**config.mk**
```make
export PLATFORM = sky130hd
export DESIGN_NAME = alu_sched
export DESIGN_NICKNAME = d
export VERILOG_FILES = /design/src/rtl/alu_sched.sv
export SDC_FILE = /design/constraint.sdc
export NUM_CORES = 1
export LEC_CHECK = 0
export BUFFER_PORTS_ARGS = -buffer_cell sky130_fd_sc_hd__buf_2
export CAP_MARGIN = 20
export CORE_AREA = 2 2 96 98
export CTS_BUF_LIST = sky130_fd_sc_hd__clkbuf_2 sky130_fd_sc_hd__clkbuf_4 sky130_fd_sc_hd__clkbuf_8
export DETAILED_ROUTE_END_ITERATION = 7
export DIE_AREA = 0 0 98 100
export PLACE_DENSITY = 0.83
export SETUP_SLACK_MARGIN = 0.1
export SYNTH_ARGS = -nofsm -noshare
export SYNTH_HDL_FRONTEND = slang
export SYNTH_SLANG_ARGS = --single-unit
```
**constraint.sdc**
```tcl
create_clock -name clk -period 2.79 [get_ports clk]
set_input_delay 0.4185 -clock clk [delete_from_list [all_inputs] [get_ports clk]]
set_output_delay 0.4185 -clock clk [all_outputs]
set_load 0.05 [all_outputs]
```
**src/rtl/alu_sched.sv**
```systemverilog
// Two-requester ALU scheduler: arbitrates, executes one ALU op, holds the response until accepted.
// Build option ALU_SCHED_FIXED_PRI_EN: requester 0 always wins ties instead of round-robin.

module alu (
  input  logic [1:0]  op,
  input  logic [15:0] i0,
  input  logic [15:0] i1,
  output logic [15:0] o,
  output logic        cout
);
  logic [16:0] w_sum;

  // op: 00 add, 01 subtract (cout = no borrow), 10 and, 11 or
  always_comb begin
    w_sum = 17'd0;
    o     = 16'd0;
    cout  = 1'b0;
    case (op)
      2'b00: begin
        w_sum = {1'b0, i0} + {1'b0, i1};
        o     = w_sum[15:0];
        cout  = w_sum[16];
      end
      2'b01: begin
        w_sum = {1'b0, i0} + {1'b0, ~i1} + 17'd1;
        o     = w_sum[15:0];
        cout  = w_sum[16];
      end
      2'b10:   o = i0 & i1;
      default: o = i0 | i1;
    endcase
  end
endmodule

module alu_sched #(
  parameter int CNT_W = 8
) (
  input  logic             clk,
  input  logic             reset,
  input  logic             req0,
  input  logic             req1,
  input  logic [1:0]       op0,
  input  logic [1:0]       op1,
  input  logic [15:0]      a0,
  input  logic [15:0]      b0,
  input  logic [15:0]      a1,
  input  logic [15:0]      b1,
  output logic             gnt0,
  output logic             gnt1,
  output logic             rsp_valid,
  input  logic             rsp_ready,
  output logic             rsp_id,
  output logic [15:0]      rsp_data,
  output logic             rsp_cout,
  output logic             busy,
  output logic [CNT_W-1:0] txn_cnt
);
  typedef enum logic [1:0] {IDLE, EXEC, RESP} state_t;

  state_t      r_state;
  logic [1:0]  r_op;
  logic [15:0] r_a;
  logic [15:0] r_b;
  logic        w_any;
  logic        w_win;
  logic [15:0] w_alu_o;
  logic        w_alu_c;
`ifdef ALU_SCHED_FIXED_PRI_EN
`else
  logic        r_last;
`endif

  assign w_any = req0 | req1;
  assign busy  = (r_state != IDLE);

`ifdef ALU_SCHED_FIXED_PRI_EN
  assign w_win = ~req0;
`else
  // on a tie the requester not served last wins
  assign w_win = (req0 & req1) ? ~r_last : req1;
`endif

  alu u_alu (
    .op   (r_op),
    .i0   (r_a),
    .i1   (r_b),
    .o    (w_alu_o),
    .cout (w_alu_c)
  );

  // operand capture: data only, loaded on acceptance
  always_ff @(posedge clk) begin
    if (r_state == IDLE && w_any) begin
      r_op <= w_win ? op1 : op0;
      r_a  <= w_win ? a1  : a0;
      r_b  <= w_win ? b1  : b0;
    end
  end

  always_ff @(posedge clk) begin
    if (reset) begin
      r_state   <= IDLE;
      gnt0      <= 1'b0;
      gnt1      <= 1'b0;
      rsp_valid <= 1'b0;
      rsp_id    <= 1'b0;
      rsp_data  <= 16'd0;
      rsp_cout  <= 1'b0;
      txn_cnt   <= '0;
`ifdef ALU_SCHED_FIXED_PRI_EN
`else
      r_last    <= 1'b1;
`endif
    end else begin
      gnt0 <= 1'b0;
      gnt1 <= 1'b0;
      case (r_state)
        IDLE: begin
          if (w_any) begin
            gnt0    <= ~w_win;
            gnt1    <= w_win;
            rsp_id  <= w_win;
            r_state <= EXEC;
`ifdef ALU_SCHED_FIXED_PRI_EN
`else
            r_last  <= w_win;
`endif
          end
        end
        EXEC: begin
          rsp_data  <= w_alu_o;
          rsp_cout  <= w_alu_c;
          rsp_valid <= 1'b1;
          r_state   <= RESP;
        end
        RESP: begin
          if (rsp_ready) begin
            rsp_valid <= 1'b0;
            txn_cnt   <= txn_cnt + CNT_W'(1);
            r_state   <= IDLE;
          end
        end
        default: r_state <= IDLE;
      endcase
    end
  end
endmodule

```
==> report_table.html, run 1 <==
<table>
<tr><th>Metric</th><th>Value</th></tr>
<tr><th colspan="2">Outcome</th></tr>
<tr><td>Result of the run</td><td>finished clean</td></tr>
<tr><th colspan="2">Setup path</th></tr>
<tr><td>Family of cells with the greatest summed delay on the critical path</td><td>compound AO/OA/AOI/OAI gates</td></tr>
<tr><td>CP Cell Sequence</td><td>ha_2, fa_2, a21o_1, a311oi_2, nor2_2, a221o_1, o22ai_2, xnor2_1, a221o_1</td></tr>
<tr><td>Type of the worst setup path</td><td>flop to flop</td></tr>
<tr><td>Reg-to-reg critical path endpoint</td><td>rsp_data[14]</td></tr>
<tr><td>CP endpoint kind</td><td>flop</td></tr>
<tr><td>Largest driver fanout on the critical path</td><td>3</td></tr>
<tr><td>Crit path required time</td><td>3.04 ns</td></tr>
<tr><td>Most Frequent Cell on Critical Path</td><td>sky130_fd_sc_hd__a221o_1</td></tr>
<tr><td>Startpoint kind of the worst setup timing path</td><td>flop</td></tr>
<tr><td>Launching instance or port of the critical path</td><td>r_b[0]</td></tr>
<tr><td>Levels on crit path</td><td>9</td></tr>
<tr><td>Library cell contributing the largest single delay on the critical path</td><td>sky130_fd_sc_hd__edfxtp_1</td></tr>
<tr><td>Setup slack of the worst register-to-register path</td><td>0.12 ns</td></tr>
<tr><td>Critical path destination</td><td>rsp_data[14]</td></tr>
<tr><td>CP Buf/Inv Count</td><td>0</td></tr>
<tr><td>Data arrival time of the critical path</td><td>2.92 ns</td></tr>
<tr><td>Worst reg2reg path depth</td><td>9</td></tr>
<tr><td>Slowest Stage Delay on Critical Path</td><td>0.43 ns</td></tr>
<tr><td>R2r startpoint</td><td>r_b[0]</td></tr>
<tr><th colspan="2">Floorplan</th></tr>
<tr><td>Placeable core region</td><td>8890 µm²</td></tr>
<tr><td>Die outline area</td><td>9800 µm²</td></tr>
<tr><td>Die Span X</td><td>98 µm</td></tr>
<tr><td>Initial Utilization</td><td>54.8%</td></tr>
<tr><td>Row cnt</td><td>35</td></tr>
<tr><td>Number of ports placed on the die boundary</td><td>103</td></tr>
<tr><td>Overall die height</td><td>100 µm</td></tr>
<tr><th colspan="2">Detailed routing</th></tr>
<tr><td>Number of violations reported at the end of detailed-routing iteration 0</td><td>224</td></tr>
<tr><td>Number of vias after detailed routing</td><td>4,393</td></tr>
<tr><td>Pre-antenna DRT Iters</td><td>5</td></tr>
<tr><td>Total Routed Length</td><td>12,900 µm</td></tr>
<tr><td>Count of antenna-violating nets left after detailed routing</td><td>0</td></tr>
<tr><td>Residual DRC</td><td>0</td></tr>
<tr><td>Via count normalized by instance count</td><td>5.79</td></tr>
<tr><td>Average wire per standard cell</td><td>17.0 µm</td></tr>
<tr><th colspan="2">Global routing</th></tr>
<tr><td>Global-route layer with the greatest usage</td><td>met2</td></tr>
<tr><td>M2 GR Usage</td><td>45.5%</td></tr>
<tr><td>Final global-route overflow total</td><td>0</td></tr>
<tr><td>Antenna violations before repair</td><td>0</td></tr>
<tr><td>Wire length of the first global-routing pass</td><td>20,500 µm</td></tr>
<tr><td>Pin count of the biggest net entering global routing</td><td>36</td></tr>
<tr><td>Global Route met3 Usage</td><td>3.48%</td></tr>
<tr><td>Global routing usage on met1</td><td>35.1%</td></tr>
<tr><td>Via count of the first global-routing pass</td><td>4,138</td></tr>
<tr><td>GRT Total Usage</td><td>26.4%</td></tr>
<tr><th colspan="2">Synthesis</th></tr>
<tr><td>Post-synth top flop</td><td>sky130_fd_sc_hd__edfxtp_1</td></tr>
<tr><td>Top cells by area in the synthesized netlist</td><td>sky130_fd_sc_hd__edfxtp_1 21%, sky130_fd_sc_hd__dfxtp_1 13%, sky130_fd_sc_hd__ha_1 13%, sky130_fd_sc_hd__mux2_2 7.9%, sky130_fd_sc_hd__a21oi_1 4.2%</td></tr>
<tr><td>Synthesized area divided by synthesized cell count</td><td>9.22 µm²</td></tr>
<tr><td>Most frequently used cell type in the post-synthesis netlist</td><td>sky130_fd_sc_hd__inv_1</td></tr>
<tr><td>Synthesized flop and latch total</td><td>66</td></tr>
<tr><td>Syn Inst Count</td><td>528</td></tr>
<tr><td>Yosys top cell by area</td><td>sky130_fd_sc_hd__edfxtp_1</td></tr>
<tr><td>Number of distinct library cells after synthesis</td><td>68</td></tr>
<tr><td>Most used standard cells in the synthesized netlist</td><td>50 x sky130_fd_sc_hd__inv_1, 49 x sky130_fd_sc_hd__ha_1, 41 x sky130_fd_sc_hd__a21oi_1, 36 x sky130_fd_sc_hd__nor2_1</td></tr>
<tr><td>EDFF count, synth</td><td>34</td></tr>
<tr><td>Fraction of synthesized cell area taken by the top area cell type</td><td>21.0%</td></tr>
<tr><td>Post-Syn Nets</td><td>652</td></tr>
<tr><td>Netlist area before placement</td><td>4870 µm²</td></tr>
<tr><td>Synth async-reset ratio</td><td>0%</td></tr>
<tr><td>Synth warnings</td><td>0</td></tr>
<tr><td>Register area share after synthesis</td><td>34.1%</td></tr>
<tr><th colspan="2">STA</th></tr>
<tr><td>Fmax</td><td>374 MHz</td></tr>
<tr><td>Slack of the critical path</td><td>0.119 ns</td></tr>
<tr><td>Number of pins exceeding their max-slew limit in the final report</td><td>0</td></tr>
<tr><td>Post-Route Skew</td><td>0.0105 ns</td></tr>
<tr><td>Worst slew pin tran</td><td>0.690 ns</td></tr>
<tr><td>Setup Total Neg Slack</td><td>0 ns</td></tr>
<tr><td>Number of endpoints with negative hold slack in the final report</td><td>0</td></tr>
<tr><td>Share of the clock period used by the worst path after layout</td><td>95.8%</td></tr>
<tr><td>Period minus WS final</td><td>2.67 ns</td></tr>
<tr><td>Slew headroom</td><td>53.4%</td></tr>
<tr><td>Unrepaired setup endpoints after global routing</td><td>yes</td></tr>
<tr><td>Number of setup violations in the final report</td><td>0</td></tr>
<tr><th colspan="2">Power</th></tr>
<tr><td>Static leakage power</td><td>2.67 nW</td></tr>
<tr><td>Pwr Density</td><td>603 nW/µm²</td></tr>
<tr><td>Peak ir drop on the vdd network</td><td>0.303 mV</td></tr>
<tr><th colspan="2">Worst hold path</th></tr>
<tr><td>Hold WC Path Type</td><td>primary input to flop</td></tr>
<tr><th colspan="2">Place</th></tr>
<tr><td>Final weighted congestion of routability-driven global placement</td><td>0.963</td></tr>
<tr><td>Setup WS pre-CTS</td><td>-0.0349 ns</td></tr>
<tr><td>Port Buf Inserts</td><td>102</td></tr>
<tr><td>Final HPWL DP</td><td>9970 µm</td></tr>
<tr><th colspan="2">Clocking</th></tr>
<tr><td>Clock tree from TritonCTS</td><td>built</td></tr>
<tr><td>Number of clock buffers inserted by TritonCTS</td><td>9</td></tr>
<tr><td>Worst-Skew Late Latency</td><td>0.35 ns</td></tr>
<tr><td>Clock root buffer</td><td>sky130_fd_sc_hd__clkbuf_8</td></tr>
<tr><td># clock sinks</td><td>66</td></tr>
<tr><td>Clock-pin slew of the registers on the worst-case setup and hold paths</td><td>0.09 ns</td></tr>
<tr><td>Max H-tree Level</td><td>3</td></tr>
<tr><td>Maximum root-to-sink buffer count</td><td>2</td></tr>
<tr><td>Hold Buf Count CTS</td><td>0</td></tr>
<tr><th colspan="2">Finish</th></tr>
<tr><td>Count of antenna diodes in the layout</td><td>0</td></tr>
<tr><td>Layout overhead on the synthesized area</td><td>21.9%</td></tr>
<tr><td>Fraction of final layout cells sized beyond drive strength 1</td><td>33.3%</td></tr>
<tr><td>Number of nets in the final layout</td><td>767</td></tr>
<tr><th colspan="2">Run</th></tr>
<tr><td>Max-capacitance violation count</td><td>0</td></tr>
</table>
## report_power, final
| part | total (mW) | switching [mW] | internal [mW] | leakage [nW] |
|---|---|---|---|---|
| sequential | 1.21 | 0.0690 | 1.14 | 0.594 |
| combinational | 1.52 | 0.922 | 0.600 | 1.97 |
| clock | 0.851 | 0.431 | 0.420 | 0.105 |
| total | 3.58 | 1.42 | 2.16 | 2.67 |
## metal layers
| metal | up-vias | part of all wire (%) |
|---|---|---|
| li1 | 2153 | - |
| met1 | 2075 | 44 |
| met2 | 154 | 49 |
| met3 | 11 | 6.3 |
| met4 | 0 | 1.1 |
| met5 | - | 0 |
## metrics by stage
stage | power, mW | cells | utilization [%] | hold slack (ns) | instance area (µm²)
floorplan | 2.23 | 528 | - | 0.493 | 4870
global placement | 2.63 | 739 | 62.9 | 0.438 | 5590
detailed placement | 2.65 | 739 | 62.9 | 0.445 | 5590
CTS | 3.51 | 755 | 65.4 | 0.354 | 5810
global route | 3.77 | 759 | 66.8 | 0.357 | 5940
finish | 3.58 | 759 | 66.8 | 0.358 | 5940
## cell type report
cell class	instances	area, µm²
inverter	51	191
clock inverter	7	73.8
timing repair buffer	131	728
fill	729	2950
multi-input combinational	384	3020
tap	111	139
clock buffer	9	124
sequential	66	1660
## flip-flops by register name (all words and copies together) (netlist names)
register   count
gnt0           1
gnt1           1
r_a           16
r_b           16
r_last         1
r_op           2
r_state        2
rsp_cout       1
rsp_data      16
rsp_id         1
rsp_valid      1
txn_cnt        8
## cell usage in the layout (no fill, tap or decap), types with 3 or more instances in the layout
master,instances
sky130_fd_sc_hd__ha_1,42
sky130_fd_sc_hd__nand3_1,10
sky130_fd_sc_hd__or3_1,3
sky130_fd_sc_hd__mux2_2,34
sky130_fd_sc_hd__nand2_1,32
sky130_fd_sc_hd__nor2_1,34
sky130_fd_sc_hd__o21bai_1,4
sky130_fd_sc_hd__a22o_1,3
sky130_fd_sc_hd__o211ai_1,6
sky130_fd_sc_hd__edfxtp_1,34
sky130_fd_sc_hd__xor2_1,7
sky130_fd_sc_hd__ha_2,6
sky130_fd_sc_hd__o31a_1,3
sky130_fd_sc_hd__buf_2,102
sky130_fd_sc_hd__clkbuf_8,9
sky130_fd_sc_hd__mux2i_1,5
sky130_fd_sc_hd__dfxtp_1,32
sky130_fd_sc_hd__a221oi_1,3
sky130_fd_sc_hd__inv_1,50
sky130_fd_sc_hd__buf_4,29
sky130_fd_sc_hd__o31ai_1,5
sky130_fd_sc_hd__a21o_1,7
sky130_fd_sc_hd__nand2b_1,3
sky130_fd_sc_hd__nor2b_1,5
sky130_fd_sc_hd__o21ai_0,31
sky130_fd_sc_hd__a31oi_1,7
sky130_fd_sc_hd__a21oi_1,39
sky130_fd_sc_hd__and3_1,4
sky130_fd_sc_hd__xnor2_1,13
sky130_fd_sc_hd__a311oi_1,3
sky130_fd_sc_hd__a221o_1,3
sky130_fd_sc_hd__a211oi_1,6
sky130_fd_sc_hd__nor3_1,8
## repair_timing
item | in CTS | in global routing
pin swaps | 1 | 7
gates cloned | 0 | 0
endpoints found under the hold margin | 0 | 0
buffers inserted | 0 | 4
endpoints found under the setup margin | 5 | 8
resized for setup | 6 | 22
## cells by family (layout without fill, tap and decap cells)
group | after synthesis | in the layout | share of synthesized area (%)
buffers and inverters | 78 | 198 | 6.48
AND/OR/NAND/NOR | 117 | 117 | 11.5
flip-flops | 66 | 66 | 34.1
AO/OA/AOI/OAI | 156 | 156 | 21.6
adder cells (fa/ha/maj) | 51 | 51 | 13.4
multiplexers | 40 | 40 | 9.35
XOR/XNOR | 20 | 20 | 3.60
## tightest hold or removal path, cell delays in order
cell and delay (ns):
sky130_fd_sc_hd__buf_2 0.09, sky130_fd_sc_hd__or3b_2 0.10, sky130_fd_sc_hd__a21oi_1 0.05
## worst min path at each step
stage,end,slack [ns],cells after the start,startpoint
detailed placement,rsp_data[10],0.44,2,rsp_data[10]
floorplan,r_last,0.49,2,r_last
global placement,rsp_data[10],0.44,2,rsp_data[10]
global route,r_b[0],0.36,2,b1[0]
CTS,r_state[1],0.35,3,rsp_ready
finish,r_state[1],0.36,3,rsp_ready
(Power assumes the default switching activity.)
==> run 2, diff against run 1 <==
--- a/config.mk
+++ b/config.mk
@@ -7,10 +7,10 @@
 export LEC_CHECK = 0
 export BUFFER_PORTS_ARGS = -buffer_cell sky130_fd_sc_hd__buf_2
 export CAP_MARGIN = 20
-export CORE_AREA = 2 2 96 98
+export CORE_AREA = 2 2 114 83
 export CTS_BUF_LIST = sky130_fd_sc_hd__clkbuf_2 sky130_fd_sc_hd__clkbuf_4 sky130_fd_sc_hd__clkbuf_8
 export DETAILED_ROUTE_END_ITERATION = 7
-export DIE_AREA = 0 0 98 100
+export DIE_AREA = 0 0 116 85
 export PLACE_DENSITY = 0.83
 export SETUP_SLACK_MARGIN = 0.1
 export SYNTH_ARGS = -nofsm -noshare
==> report_table.html, run 2 (same netlist as run 1, synthesis figures left out) <==
<table>
<tr><th>Metric</th><th>Value</th></tr>
<tr><th colspan="2">Outcome</th></tr>
<tr><td>Result of the run</td><td>finished clean (unchanged)</td></tr>
<tr><th colspan="2">STA</th></tr>
<tr><td>Number of setup violations in the final report</td><td>0 (unchanged)</td></tr>
<tr><td>Worst slew pin tran</td><td>0.653 ns (was 0.690 ns)</td></tr>
<tr><td>Slack of the critical path</td><td>0.157 ns (was 0.119 ns)</td></tr>
<tr><td>Fmax</td><td>380 MHz (was 374 MHz)</td></tr>
<tr><td>Number of pins exceeding their max-slew limit in the final report</td><td>0 (unchanged)</td></tr>
<tr><td>Number of endpoints with negative hold slack in the final report</td><td>0 (unchanged)</td></tr>
<tr><td>Post-Route Skew</td><td>0.0157 ns (was 0.0105 ns)</td></tr>
<tr><td>Share of the clock period used by the worst path after layout</td><td>94.4% (was 95.8%)</td></tr>
<tr><td>Slew headroom</td><td>56.0% (was 53.4%)</td></tr>
<tr><td>Period minus WS final</td><td>2.63 ns (was 2.67 ns)</td></tr>
<tr><td>Unrepaired setup endpoints after global routing</td><td>yes (unchanged)</td></tr>
<tr><th colspan="2">Finish</th></tr>
<tr><td>Final-layout fill cell count</td><td>728 (was 729)</td></tr>
<tr><td>Finished layout cell area</td><td>6000 µm² (was 5940 µm²)</td></tr>
<tr><td>Most common cell after layout, fill and taps aside</td><td>sky130_fd_sc_hd__buf_2 (unchanged)</td></tr>
<tr><td>Registers with the most flip-flops</td><td>r_a x16, r_b x16, rsp_data x16 (unchanged)</td></tr>
<tr><td>Final Non-Filler Cells</td><td>774 (was 759)</td></tr>
<tr><td>Number of nets in the final layout</td><td>769 (was 767)</td></tr>
<tr><td>Fraction of the core area covered by cells at the end of the flow</td><td>68.3% (was 66.8%)</td></tr>
<tr><td>Most frequent cells in the layout</td><td>102 x sky130_fd_sc_hd__buf_2, 49 x sky130_fd_sc_hd__inv_1, 43 x sky130_fd_sc_hd__ha_1 (was 102 x sky130_fd_sc_hd__buf_2, 50 x sky130_fd_sc_hd__inv_1, 42 x sky130_fd_sc_hd__ha_1)</td></tr>
<tr><td>Fraction of final layout cells sized beyond drive strength 1</td><td>33.4% (was 33.3%)</td></tr>
<tr><td>Layout overhead on the synthesized area</td><td>23.2% (was 21.9%)</td></tr>
<tr><td>Count of antenna diodes in the layout</td><td>0 (unchanged)</td></tr>
<tr><th colspan="2">Setup path</th></tr>
<tr><td>Setup slack of the worst register-to-register path</td><td>0.16 ns (was 0.12 ns)</td></tr>
<tr><td>Type of the worst setup path</td><td>flop to flop (unchanged)</td></tr>
<tr><td>R2r startpoint</td><td>r_a[1] (was r_b[0])</td></tr>
<tr><td>Data arrival time of the critical path</td><td>2.89 ns (was 2.92 ns)</td></tr>
<tr><td>Startpoint kind of the worst setup timing path</td><td>flop (unchanged)</td></tr>
<tr><td>Worst reg2reg path depth</td><td>9 (unchanged)</td></tr>
<tr><td>CP endpoint kind</td><td>flop (unchanged)</td></tr>
<tr><td>Largest driver fanout on the critical path</td><td>4 (was 3)</td></tr>
<tr><td>Crit path required time</td><td>3.04 ns (about the same)</td></tr>
<tr><td>Reg-to-reg critical path endpoint</td><td>rsp_data[14] (unchanged)</td></tr>
<tr><th colspan="2">Clocking</th></tr>
<tr><td>Max H-tree Level</td><td>3 (unchanged)</td></tr>
<tr><td>Maximum root-to-sink buffer count</td><td>2 (unchanged)</td></tr>
<tr><td>Clock root buffer</td><td>sky130_fd_sc_hd__clkbuf_8 (unchanged)</td></tr>
<tr><td>Number of clock buffers inserted by TritonCTS</td><td>9 (unchanged)</td></tr>
<tr><td>Worst-Skew Late Latency</td><td>0.37 ns (was 0.35 ns)</td></tr>
<tr><td>Clock-pin slew of the registers on the worst-case setup and hold paths</td><td>0.08 ns (was 0.09 ns)</td></tr>
<tr><td># clock sinks</td><td>66 (unchanged)</td></tr>
<tr><td>Hold Buf Count CTS</td><td>0 (unchanged)</td></tr>
<tr><td>Clock tree from TritonCTS</td><td>built (unchanged)</td></tr>
<tr><th colspan="2">Detailed routing</th></tr>
<tr><td>Via count normalized by instance count</td><td>5.83 (was 5.79)</td></tr>
<tr><td>Number of vias after detailed routing</td><td>4,513 (was 4,393)</td></tr>
<tr><td>Total Routed Length</td><td>13,800 µm (was 12,900 µm)</td></tr>
<tr><td>Count of antenna-violating nets left after detailed routing</td><td>0 (unchanged)</td></tr>
<tr><td>Pre-antenna DRT Iters</td><td>5 (unchanged)</td></tr>
<tr><td>Number of violations reported at the end of detailed-routing iteration 0</td><td>613 (was 224)</td></tr>
<tr><td>Average wire per standard cell</td><td>17.8 µm (was 17.0 µm)</td></tr>
<tr><td>Residual DRC</td><td>0 (unchanged)</td></tr>
<tr><th colspan="2">Worst hold path</th></tr>
<tr><td>Cells on Worst Hold Path</td><td>2 (was 3)</td></tr>
<tr><td>Hold WC Path Type</td><td>primary input to flop (unchanged)</td></tr>
<tr><td>Min-delay src</td><td>reset (was rsp_ready)</td></tr>
<tr><td>Hold Path Sink</td><td>r_state[1] (unchanged)</td></tr>
<tr><th colspan="2">Run</th></tr>
<tr><td>Max-capacitance violation count</td><td>0 (unchanged)</td></tr>
<tr><th colspan="2">Place</th></tr>
<tr><td>Final weighted congestion of routability-driven global placement</td><td>0.944 (was 0.963)</td></tr>
<tr><td>Final HPWL DP</td><td>10,400 µm (was 9970 µm)</td></tr>
<tr><td>Setup WS pre-CTS</td><td>-0.0784 ns (was -0.0349 ns)</td></tr>
<tr><td>Port Buf Inserts</td><td>102 (unchanged)</td></tr>
<tr><td>Total placed cells including tap cells</td><td>748 (was 739)</td></tr>
<tr><td>Area of placed instances</td><td>5590 µm² (about the same)</td></tr>
<tr><th colspan="2">Floorplan</th></tr>
<tr><td>Die outline area</td><td>9860 µm² (was 9800 µm²)</td></tr>
<tr><td>Placeable core region</td><td>8780 µm² (was 8890 µm²)</td></tr>
<tr><td>Row cnt</td><td>29 (was 35)</td></tr>
<tr><td>Initial Utilization</td><td>55.4% (was 54.8%)</td></tr>
<tr><td>Overall die height</td><td>85 µm (was 100 µm)</td></tr>
<tr><td>Die Span X</td><td>116 µm (was 98 µm)</td></tr>
<tr><td>Number of ports placed on the die boundary</td><td>103 (unchanged)</td></tr>
<tr><th colspan="2">Global routing</th></tr>
<tr><td>GRT Total Usage</td><td>28.3% (was 26.4%)</td></tr>
<tr><td>Antenna violations before repair</td><td>0 (unchanged)</td></tr>
<tr><td>Final global-route overflow total</td><td>0 (unchanged)</td></tr>
<tr><td>Via count of the first global-routing pass</td><td>4,290 (was 4,138)</td></tr>
<tr><td>Wire length of the first global-routing pass</td><td>21,300 µm (was 20,500 µm)</td></tr>
<tr><td>Pin count of the biggest net entering global routing</td><td>41 (was 36)</td></tr>
<tr><th colspan="2">Power</th></tr>
<tr><td>Peak ir drop on the vdd network</td><td>0.398 mV (was 0.303 mV)</td></tr>
<tr><td>Static leakage power</td><td>2.69 nW (was 2.67 nW)</td></tr>
<tr><td>Overall power of the completed layout</td><td>3.62 mW (was 3.58 mW)</td></tr>
<tr><td>Pwr Density</td><td>604 nW/µm² (was 603 nW/µm²)</td></tr>
</table>
run 2: what timing repair did:
item / in CTS / in global routing
setup buffers: 1 / 9
gates resized for setup: 7 / 20
pin swaps: 3 / 7
setup endpoints to repair: 4 / 8
run 2: worst max-delay path, stage by stage (launching register included):
cell                       delay (ns)
sky130_fd_sc_hd__edfxtp_1        0.44
sky130_fd_sc_hd__buf_4           0.17
sky130_fd_sc_hd__fa_2            0.40
sky130_fd_sc_hd__a21o_1          0.21
sky130_fd_sc_hd__a311oi_2        0.34
sky130_fd_sc_hd__nor2_2          0.08
sky130_fd_sc_hd__a221o_1         0.34
sky130_fd_sc_hd__o22ai_2         0.16
sky130_fd_sc_hd__xnor2_1         0.08
sky130_fd_sc_hd__a221o_1         0.29
run 2: final cells by class:
cell class / instances / area, µm² / area share (%)
multi-input combinational: 384 / 3030 / 50.6
sequential: 66 / 1660 / 27.7
clock inverter: 7 / 73.8 / 1.23
timing repair buffer: 133 / 756 / 12.6
inverter: 51 / 191 / 3.19
clock buffer: 9 / 124 / 2.07
tap: 124 / 155 / 2.59
run 2: stage by stage:
step                      TNS (ns)  hold slack (ns)
after floorplan                  0            0.493
after global placement      -0.194            0.441
after detailed placement   -0.0784            0.444
after CTS                        0            0.326
after global routing             0            0.334
final                            0            0.338
run 2: worst max-delay path by stage:
stage          slack, ns  cells after the start            to  startpoint
2_1_floorplan       0.31                      9  rsp_data[14]      r_b[0]
3_3_place_gp       -0.15                     10  rsp_data[13]      r_a[8]
3_5_place_dp       -0.08                     10  rsp_data[13]      r_a[9]
4_1_cts             0.12                     10  rsp_data[10]      r_a[0]
5_1_grt             0.03                     11  rsp_data[13]      r_a[1]
6_report            0.16                      9  rsp_data[14]      r_a[1]
run 2: metal layers:
| metal | track usage, % | wire length, µm | part of all wire, % | vias up |
|---|---|---|---|---|
| met5 | 0 | 0 | 0 | - |
| met4 | 8.87 | 221 | 1.6 | 0 |
| li1 | - | - | - | 2141 |
| met2 | 43.0 | 6010 | 44 | 224 |
| met3 | 8.86 | 1410 | 10 | 25 |
| met1 | 38.8 | 6120 | 44 | 2123 |
run 2: where the power goes:
group	internal (mW)	switching (mW)
clock	0.420	0.422
combinational	0.610	0.952
sequential	1.14	0.0771
total	2.17	1.45
